<file path="src/rtl/adder_serial_n_bit.sv">
// Digit-serial adder/subtractor: DIGIT bits per clock over WIDTH-bit operands.
// start/busy/done handshake; S/C/V held until the next operation completes.
module adder_serial_n_bit #(
  parameter int WIDTH = 8,
  parameter int DIGIT = 2
) (
  input  logic             clk,
  input  logic             rst,
  input  logic             start,
  input  logic             sub,
  input  logic             cin,
  input  logic [WIDTH-1:0] X,
  input  logic [WIDTH-1:0] Y,
  output logic             busy,
  output logic             done,
  output logic [WIDTH-1:0] S,
  output logic             C,
  output logic             V
);

  localparam int N  = WIDTH / DIGIT;
  localparam int CW = (N > 1) ? $clog2(N) : 1;

  typedef enum logic [1:0] {
    IDLE,
    RUN,
    DONE
  } state_t;

  state_t           state;
  state_t           state_nxt;
  logic [WIDTH-1:0] a;
  logic [WIDTH-1:0] b;
  logic [WIDTH-1:0] res;
  logic [WIDTH-1:0] res_nxt;
  logic [CW-1:0]    cnt;
  logic [DIGIT:0]   sum;
  logic             carry;
  logic             xa;
  logic             yb;
  logic             last;
  logic             load;

  assign last = (cnt == CW'(N - 1));
  assign load = start && (state != RUN);
  assign busy = (state == RUN);
  assign done = (state == DONE);

  assign sum = {1'b0, a[DIGIT-1:0]}
             + {1'b0, b[DIGIT-1:0]}
             + (DIGIT+1)'(carry);

  // New digit enters at the top; after N beats the LSB digit sits at bit 0.
  assign res_nxt = (res >> DIGIT)
                 | (WIDTH'(sum[DIGIT-1:0]) << (WIDTH - DIGIT));

  always_ff @(posedge clk) begin
    if (rst) begin
      state <= IDLE;
    end else begin
      state <= state_nxt;
    end
  end

  always_comb begin
    state_nxt = state;
    unique case (state)
      IDLE:    if (start) state_nxt = RUN;
      RUN:     if (last) state_nxt = DONE;
      DONE:    state_nxt = start ? RUN : IDLE;
      default: state_nxt = IDLE;
    endcase
  end

  always_ff @(posedge clk) begin
    if (rst) begin
      a     <= '0;
      b     <= '0;
      res   <= '0;
      carry <= 1'b0;
      xa    <= 1'b0;
      yb    <= 1'b0;
      cnt   <= '0;
      S     <= '0;
      C     <= 1'b0;
      V     <= 1'b0;
    end else if (load) begin
      // Subtract as X + ~Y + ~cin.
      a     <= X;
      b     <= Y ^ {WIDTH{sub}};
      carry <= cin ^ sub;
      xa    <= X[WIDTH-1];
      yb    <= Y[WIDTH-1] ^ sub;
      cnt   <= '0;
    end else if (state == RUN) begin
      a     <= a >> DIGIT;
      b     <= b >> DIGIT;
      res   <= res_nxt;
      carry <= sum[DIGIT];
      cnt   <= cnt + CW'(1);
      if (last) begin
        S <= res_nxt;
        C <= sum[DIGIT];
        V <= (xa == yb) && (res_nxt[WIDTH-1] != xa);
      end
    end
  end

endmodule

</file>
<file path="config.mk">
export PLATFORM = sky130hd
export DESIGN_NAME = adder_serial_n_bit
export DESIGN_NICKNAME = d
export VERILOG_FILES = /design/src/rtl/adder_serial_n_bit.sv
export SDC_FILE = /design/constraint.sdc
export NUM_CORES = 1
export LEC_CHECK = 0
export CAP_MARGIN = 15
export CORE_ASPECT_RATIO = 1.4
export CORE_UTILIZATION = 35
export CTS_BUF_LIST = sky130_fd_sc_hd__clkbuf_4 sky130_fd_sc_hd__clkbuf_8
export CTS_CLUSTER_DIAMETER = 100
export DETAILED_ROUTE_END_ITERATION = 12
export HOLD_SLACK_MARGIN = 0.06
export SETUP_SLACK_MARGIN = 0.1
export SLEW_MARGIN = 20
export SYNTH_ARGS = -nofsm -noshare
export SYNTH_HDL_FRONTEND = slang
export SYNTH_SLANG_ARGS = --single-unit
</file>
<file path="constraint.sdc">
create_clock -name clk -period 2.2 [get_ports clk]
set_input_delay 0.22 -clock clk [delete_from_list [all_inputs] [get_ports clk]]
set_output_delay 0.22 -clock clk [all_outputs]
set_load 0.005 [all_outputs]
</file>
* Yosys cells after proc, flatten, opt, wreduce, memory -nomap -nowiden
Cells that the tools add are included.
** Cells by class
- Reductions and logical operators :: 8
- Eq/ne operators :: 8
- Add/subtract/negate cells :: 3
- Bitwise logic cells :: 5
- Mux-type cells :: 10
** Operator list (count)
- 2-to-1 mux 8 bit :: 4
- OR 6 x 8 -> 8 bit :: 1
- XOR 8 bit :: 1
- case mux 2 bit (3 select lines) :: 1
- equality test 2 bit, second input constant :: 2
- 2-to-1 mux 2 bit :: 2
- inequality test 2 x 1 -> 1 bit, second input constant :: 2
- AND reduction 2 bit :: 2
- adder 2 x 2 -> 3 bit :: 1
- adder 3 x 1 -> 3 bit :: 1
- 2-to-1 mux 1 bit :: 3
- AND reduction 3 bit :: 1
- adder 2 x 1 -> 2 bit, second input constant :: 1
- equality test 2 x 1 -> 1 bit, second input constant :: 1
- logical AND 1 bit :: 2
- zero test 2 bit :: 1
- inequality test 2 bit, second input constant :: 1
- nonzero test 2 bit :: 1
- OR reduction 2 bit :: 1
- XOR 1 bit :: 2
- equality test 1 bit :: 1
- inequality test 1 bit :: 1
- inverter 1 bit :: 1
** Storage, ports and cells
- Flip-flop bits (word level) :: 41
- Word-level logic and storage cells :: 45

* Depth between registers and ports, before layout
Gate-level depths: netlist of run 1.
- Word-level depth :: 5
- Gate-level depth with buffers :: 7

* Worst setup path after synthesis of run 1
OpenSTA, ideal clock, no wires.
- Kind :: register to register
- Start :: reg a[0]
- End :: reg V
- Setup time :: 91 ps
- Arrival :: 1813 ps
- Cell stages (with the launch flop) :: 6
- Data required time :: 2109 ps
- Slack :: 296 ps
- Path through :: dfxtp_1 > inv_1 > fa_1 > fa_1 > or3_1 > a311oi_1
** On the way
- Word-level cells in the longest chain between the ends :: 5
** Ends and longest elaborated chain
- start, declared :: line 32 : logic [WIDTH-1:0] a;
- start signal, assigned :: line 96 : a <= a >> DIGIT;
- adder 2 x 2 -> 3 bit :: line 50 : + {1'b0, b[DIGIT-1:0]}
- adder 3 x 1 -> 3 bit :: line 51 : + (DIGIT+1)'(carry);
- OR 6 x 8 -> 8 bit :: line 55 : | (WIDTH'(sum[DIGIT-1:0]) << (WIDTH - DIGIT));
- inequality test 1 bit :: line 104 : V <= (xa == yb) && (res_nxt[WIDTH-1] != xa);
- logical AND 1 bit :: line 104
- end signal, assigned :: line 104
- end, declared :: line 18 : output logic V
Every way passes these cells.
A chain may end at the register's enable or synchronous reset.

* Final worst setup path of run 1
Same ends and word-level chain as after synthesis.

==> flow_summary.yaml, run 1 <==
floorplanning:
  number_of_rows_created_at_floorplan: 29
  floorplan.initialDensity_pct: 37.33
  fp.dieH_um: 84.96
  fp.coreArea_mm2: 0.004608
  die-area_mm2: 0.005204
  pin_count: 33
  die_width_um: 61.26
global_route:
  grt_overflow_total: 0
  busiest_layer: "met2"
  use_met2_pct: 22.33
  grt.met3_usage_pct: 4.116
  grt_first_pass_wirelength_um: 5361
  vias_in_the_first_global_route: 1197
  grt_antenna_before_repair: 0
  global_route.usage.total_pct: 13.79
  global_route.usage.met1_pct: 16.29
  pin_count_of_the_biggest_net_entering_global_routing: 31
finish:
  fillers: 473
  utilization_pct: 47.00
  post-route-cell-area_mm2: 0.002166
  drive_above_1_share_pct: 9.174
  instances_no_fill: 280
  area_delta_synth_final_pct: 25.89
  nets: 241
  antenna-diode-count: 0
placed_design:
  placed_cell_area_mm2: 0.002053
  finalWeightedCongestion: 0.7181
  placed_cells: 272
  numPortBuffers: 32
  dp_hpwl_um: 2115
clock_network:
  clkLatencyLatePin_ps: 280
  hold_buffers: 0
  ctsHtreeMaxLevel: 2
  max-clock-path-buffers: 2
  post-cts-setup-buffers: 0
  cts_tree: "done"
  tritoncts_num_sinks: 39
  clkSlewWorstSetupHoldPaths_ps: 70
  tritoncts.num_buffers: 5
  post_cts_resized: 0
  root_driver: "clkbuf_8"
worst_setup_path:
  worst-endpoint-arrival_ps: 2150
  critical_path.startpoint_type: "flip-flop"
  worst-endpoint-required_ps: 2400
  timing.critical_path.slowest_cell_delay_ps: 460
  cp_num_buf_inv: 1
  type_of_destination_of_the_critical_path: "flip-flop"
  worstSetupPathType: "flip-flop to flip-flop"
  cp_max_fo: 4
  critical-path-top-delay-family: "adder cells"
  worstSetupPathDepth: 5
  worst_path_max_delay_cell: "fa_2"
  worst-r2r-cell-count: 5
  chain_of_cells_forming_the_critical_path: "inv_1 > fa_1 > fa_2 > or3_1 > a311oi_2"
drt:
  drtIter0Drc: 25
  routed_wirelength_um: 3061
  vias_per_cell: 4.682
  drt-pass1-iter-count: 4
  route.antenna.remaining_nets: 0
  drc: 0
  routed_wire_length_per_instance_um: 10.93
  routed-via-count: 1311
power_and_ir_drop:
  power.internal_mw: 1.155
  net-switching-power_mw: 0.3616
  p_leak_nw: 0.7836
  power.density_mw_per_mm2: 700.3
  sequentialPowerShare_pct: 50.5
  share_comb_of_total_power_pct: 14.6
  power_switching_share_pct: 23.84
  clkPwrFrac_pct: 34.9
  ir_drop_mv: 0.3330
logic_synthesis:
  synth_top_cells_by_area: "dfxtp_1 (45%), nand2_1 (5.9%), a21oi_1 (5.8%), nor2_1 (5.0%), mux2i_1 (4.7%)"
  ys_types: 29
  synth_sequential_area_ratio_pct: 45.38
  netlist.top_cell.by_area: "dfxtp_1"
  synth-main-ff-cell: "dfxtp_1"
  post_synth_inst_count: 190
  postSynthNetCount: 214
  avgSynthCellArea_um2: 9.055
  synth_largest_type_area_fraction_pct: 45.38
  synth_warnings: 0
  yosys_register_bits: 39
  synth-edff-count: 0
  synthTopCellsByCount: "dfxtp_1 (39), nand2_1 (27), nor2_1 (23), a21oi_1 (20)"
  yosysMostFrequentCell: "dfxtp_1"
  post_synth_instance_area_mm2: 0.001720
  synth-async-reset-ratio_pct: 0
hold_path:
  hold_wc_path_type: "flip-flop to flip-flop"
  min_path_cells: 2
sta:
  setup_repair_after_global_routing_missed_its_margin: "false"
  timing_hold_violations_final: 0
  timing_worst_slew_pin_value_ps: 486.5
  minimum_clock_period_after_layout_ps: 1958
  final.period_utilization_pct: 89.01
  setup_tns_ps: 0
  finalHoldWorstSlack_ps: 452.4
  timing_max_transition_violations_final: 0
  highest_achievable_clock_rate_mhz: 510.7
  max_slew_margin_pct: 67.57
  timing.final.setup_violations: 0
  skew_ps: 2.759
job:
  maxCapViolations: 0
status:
  status: "finished, final reports clean"
## metal layers
| metal | up-vias | wire [µm] |
|---|---|---|
| li1 | 696 | - |
| met1 | 583 | 1414 |
| met2 | 26 | 1480 |
| met3 | 6 | 102 |
| met4 | 0 | 65 |
| met5 | - | 0 |
## power groups by stage
stage	registers (mW)	logic, mW	clock network, mW
2_1_floorplan	0.777	0.165	0
3_3_place_gp	0.782	0.221	0
3_5_place_dp	0.783	0.222	0
4_1_cts	0.767	0.223	0.547
5_1_grt	0.771	0.246	0.584
6_report	0.767	0.221	0.529
## cell families after synthesis
family / count (synthesis) / synth area share [%]
xor gates and xnor gates: 9 / 4.582
DFF: 39 / 45.38
and+or+nand+nor: 64 / 15.71
AOI/OAI and AO/OA: 44 / 18.69
adders and majority gates: 3 / 3.055
muxes: 8 / 4.655
buffers and inverters: 23 / 7.927
## registers in the layout, indices dropped and copies added (netlist names)
signal,flops
yb,1
cnt,2
S,8
xa,1
C,1
res,6
state,2
V,1
carry,1
b,8
a,8
## area by class of cell
class | count | area (µm²) | area share [%]
clock buffer | 8 | 103.9 | 4.795
inverter | 7 | 28.78 | 1.329
multi-input combinational | 128 | 812.0 | 37.49
sequential | 39 | 780.7 | 36.05
tap | 62 | 77.57 | 3.582
timing repair buffer | 36 | 362.8 | 16.75
## stage by stage
| stage | worst slack [ps] | total power, mW |
|---|---|---|
| 2_1_floorplan | 296.0 | 0.9425 |
| 3_3_place_gp | 255.9 | 1.004 |
| 3_5_place_dp | 201.3 | 1.005 |
| 4_1_cts | 182.1 | 1.537 |
| 5_1_grt | 135.8 | 1.601 |
| 6_report | 241.8 | 1.517 |
## cell usage in the layout, fill, tap and decap left out, drive strengths merged
master / netlist / final
a21oi: 20 / 20
ha: 1 / 1
xnor2: 9 / 9
buf: 14 / 4
a311oi: 2 / 2
nand2b: 2 / 2
or2: 1 / 1
clkbuf: 2 / 8
nor3: 3 / 3
or3: 1 / 1
inv: 7 / 7
nand3: 4 / 4
o21ai: 1 / 1
dfxtp: 39 / 39
nor2b: 1 / 1
and3b: 1 / 1
a211o: 6 / 6
o22a: 1 / 1
mux2i: 8 / 8
nor2: 23 / 23
a211oi: 11 / 11
clkdlybuf4s50: 0 / 32
fa: 2 / 2
a2111oi: 3 / 3
nand2: 27 / 27
nand3b: 1 / 1
## tightest hold or removal path, cell delays in order (launching register included)
cell	delay, ps
dfxtp_1	310
nand2_1	50
a21oi_1	50
## final timing paths
check	slack [ps]	endpoint	start
min reg2reg	450	S[2]	S[2]
min	450	S[2]	S[2]
max reg2reg	240	V	a[0]
max	240	V	a[0]
Note: power is estimated with default switching activity, not from simulation.
==> run 2, diff against run 1 <==
Settings changed: CTS_CLUSTER_DIAMETER 100 to 30.
==> results of run 2 <==
No change in the layout: final DEF, timing and power equal those of run 1.
==> run 3, diff against run 2 <==
Settings changed: CORE_UTILIZATION 35 to 53, PLACE_DENSITY set to 0.81.
==> flow_summary.yaml, run 3 (synthesized netlist as in run 1, its figures left out) <==
status:
  status: "finished, final reports clean"
clock_network:
  hold_buffers: 0
  clkLatencyLatePin_ps: 290
  cts_tree: "done"
  ctsHtreeMaxLevel: 2
  max-clock-path-buffers: 2
  clkSlewWorstSetupHoldPaths_ps: 70
  post_cts_resized: 0
  root_driver: "clkbuf_8"
  tritoncts.num_buffers: 5
  post-cts-setup-buffers: 0
  tritoncts_num_sinks: 39
worst_setup_path:
  timing.rr.end: "V"
  worst-endpoint-required_ps: 2400
  cp_max_fo: 4
  r2r_setup_slack_ps: 210
  regToRegStartpoint: "a[0]"
  worst-endpoint-arrival_ps: 2190
  worst-r2r-cell-count: 5
  type_of_destination_of_the_critical_path: "flip-flop"
  chain_of_cells_forming_the_critical_path: "inv_1 > fa_1 > fa_2 > or3_1 > a311oi_2"
  timing.critical_path.slowest_cell_delay_ps: 470
  worst_path_max_delay_cell: "fa_2"
  worstSetupPathType: "flip-flop to flip-flop"
  critical_path.startpoint_type: "flip-flop"
drt:
  routed_wirelength_um: 3274
  drc: 0
  vias_per_cell: 5.385
  routed_wire_length_per_instance_um: 12.74
  routed-via-count: 1384
  route.antenna.remaining_nets: 0
  drtIter0Drc: 15
  drt-pass1-iter-count: 4
hold_path:
  whs_endpoint: "S[1]"
  hold_wc_path_type: "flip-flop to flip-flop"
  min_path_cells: 2
  holdCritStartpoint: "S[1]"
sta:
  timing_max_transition_violations_final: 0
  timing_worst_slew_pin_value_ps: 493.0
  max_slew_margin_pct: 67.13
  timing_hold_violations_final: 0
  setup_repair_after_global_routing_missed_its_margin: "false"
  timing.final.setup_violations: 0
  setup_tns_ps: 0
  skew_ps: 3.908
  highest_achievable_clock_rate_mhz: 501.7
  worst_slack_ps: 206.7
  final.period_utilization_pct: 90.60
  minimum_clock_period_after_layout_ps: 1993
  finalHoldWorstSlack_ps: 456.6
finish:
  reg_top3: "S: 8 flops, a: 8 flops, b: 8 flops"
  mostFrequentLayoutCells: "dfxtp_1 (39), clkdlybuf4s50_1 (32), nand2_1 (27)"
  layout.cells.most_common: "dfxtp_1"
  nets: 241
  instances_no_fill: 257
  drive_above_1_share_pct: 9.174
  area_delta_synth_final_pct: 23.35
  fillers: 253
  antenna-diode-count: 0
floorplanning:
  floorplan.initialDensity_pct: 55.62
  die_width_um: 50.15
  fp.coreArea_mm2: 0.003093
  number_of_rows_created_at_floorplan: 24
  pin_count: 33
  fp.dieH_um: 69.41
  die-area_mm2: 0.003481
global_route:
  grt_first_pass_wirelength_um: 5423
  grt_antenna_before_repair: 0
  pin_count_of_the_biggest_net_entering_global_routing: 31
  global_route.usage.total_pct: 20.35
  vias_in_the_first_global_route: 1344
  grt_overflow_total: 0
placed_design:
  finalWeightedCongestion: 0.7275
  numPortBuffers: 32
  dp_worst_setup_slack_ps: 214.9
  placed_cells: 249
  dp_hpwl_um: 2411
job:
  maxCapViolations: 0
power_and_ir_drop:
  ir_drop_mv: 0.5422
  power.density_mw_per_mm2: 690.6
  p_leak_nw: 0.7777
==> run 3: cell type report <==
class                      instances  area (µm²)  share of cell area [%]
multi-input combinational        128       812.0                   38.27
tap                               39       48.80                   2.300
inverter                           7       28.78                   1.356
sequential                        39       780.7                   36.79
clock buffer                       7       83.83                   3.950
timing repair buffer              36       362.8                   17.10
clock inverter                     1       5.005                  0.2358
==> run 3: worst max-delay path: cells and delay by family (launching register included) <==
family / cells / cell delay, ps
buffers and inverters: 1 / 60
DFF: 1 / 330
adders and majority gates: 2 / 930
AOI/OAI and AO/OA: 1 / 250
and+or+nand+nor: 1 / 340
==> run 3: how the worst max path moves through the flow <==
| stage | from | endpoint | cells past startpoint |
|---|---|---|---|
| finish | a[0] | V | 5 |
| global route | a[0] | V | 5 |
| CTS | a[0] | V | 5 |
| detailed placement | a[0] | V | 5 |
| global placement | a[0] | V | 5 |
| floorplan | a[0] | V | 5 |
==> run 3: layer usage <==
layer / global-route usage, % / part of all wire (%) / vias to the layer above / wire length [µm]
met4: 8.889 / 1.1 / 0 / 37
met1: 19.44 / 38 / 647 / 1234
met2: 38.22 / 57 / 35 / 1860
met5: 0 / 0 / - / 0
met3: 5.921 / 4.3 / 5 / 141
li1: - / - / 697 / -
==> run 3: where the power goes <==
part	internal [mW]	switching (mW)	total (mW)
Sequential	0.745	0.0229	0.768
Combinational	0.112	0.113	0.226
Clock	0.247	0.225	0.472
Total	1.10	0.361	1.47
==> run 3: stage by stage <==
step	utilization [%]	power [mW]	cell area (µm²)
6_report	68.61	1.466	2122
5_1_grt	68.61	1.541	2122
4_1_cts	68.33	1.482	2113
3_5_place_dp	65.45	1.008	2024
3_3_place_gp	65.45	0.9936	2024
2_1_floorplan	-	0.9425	1720
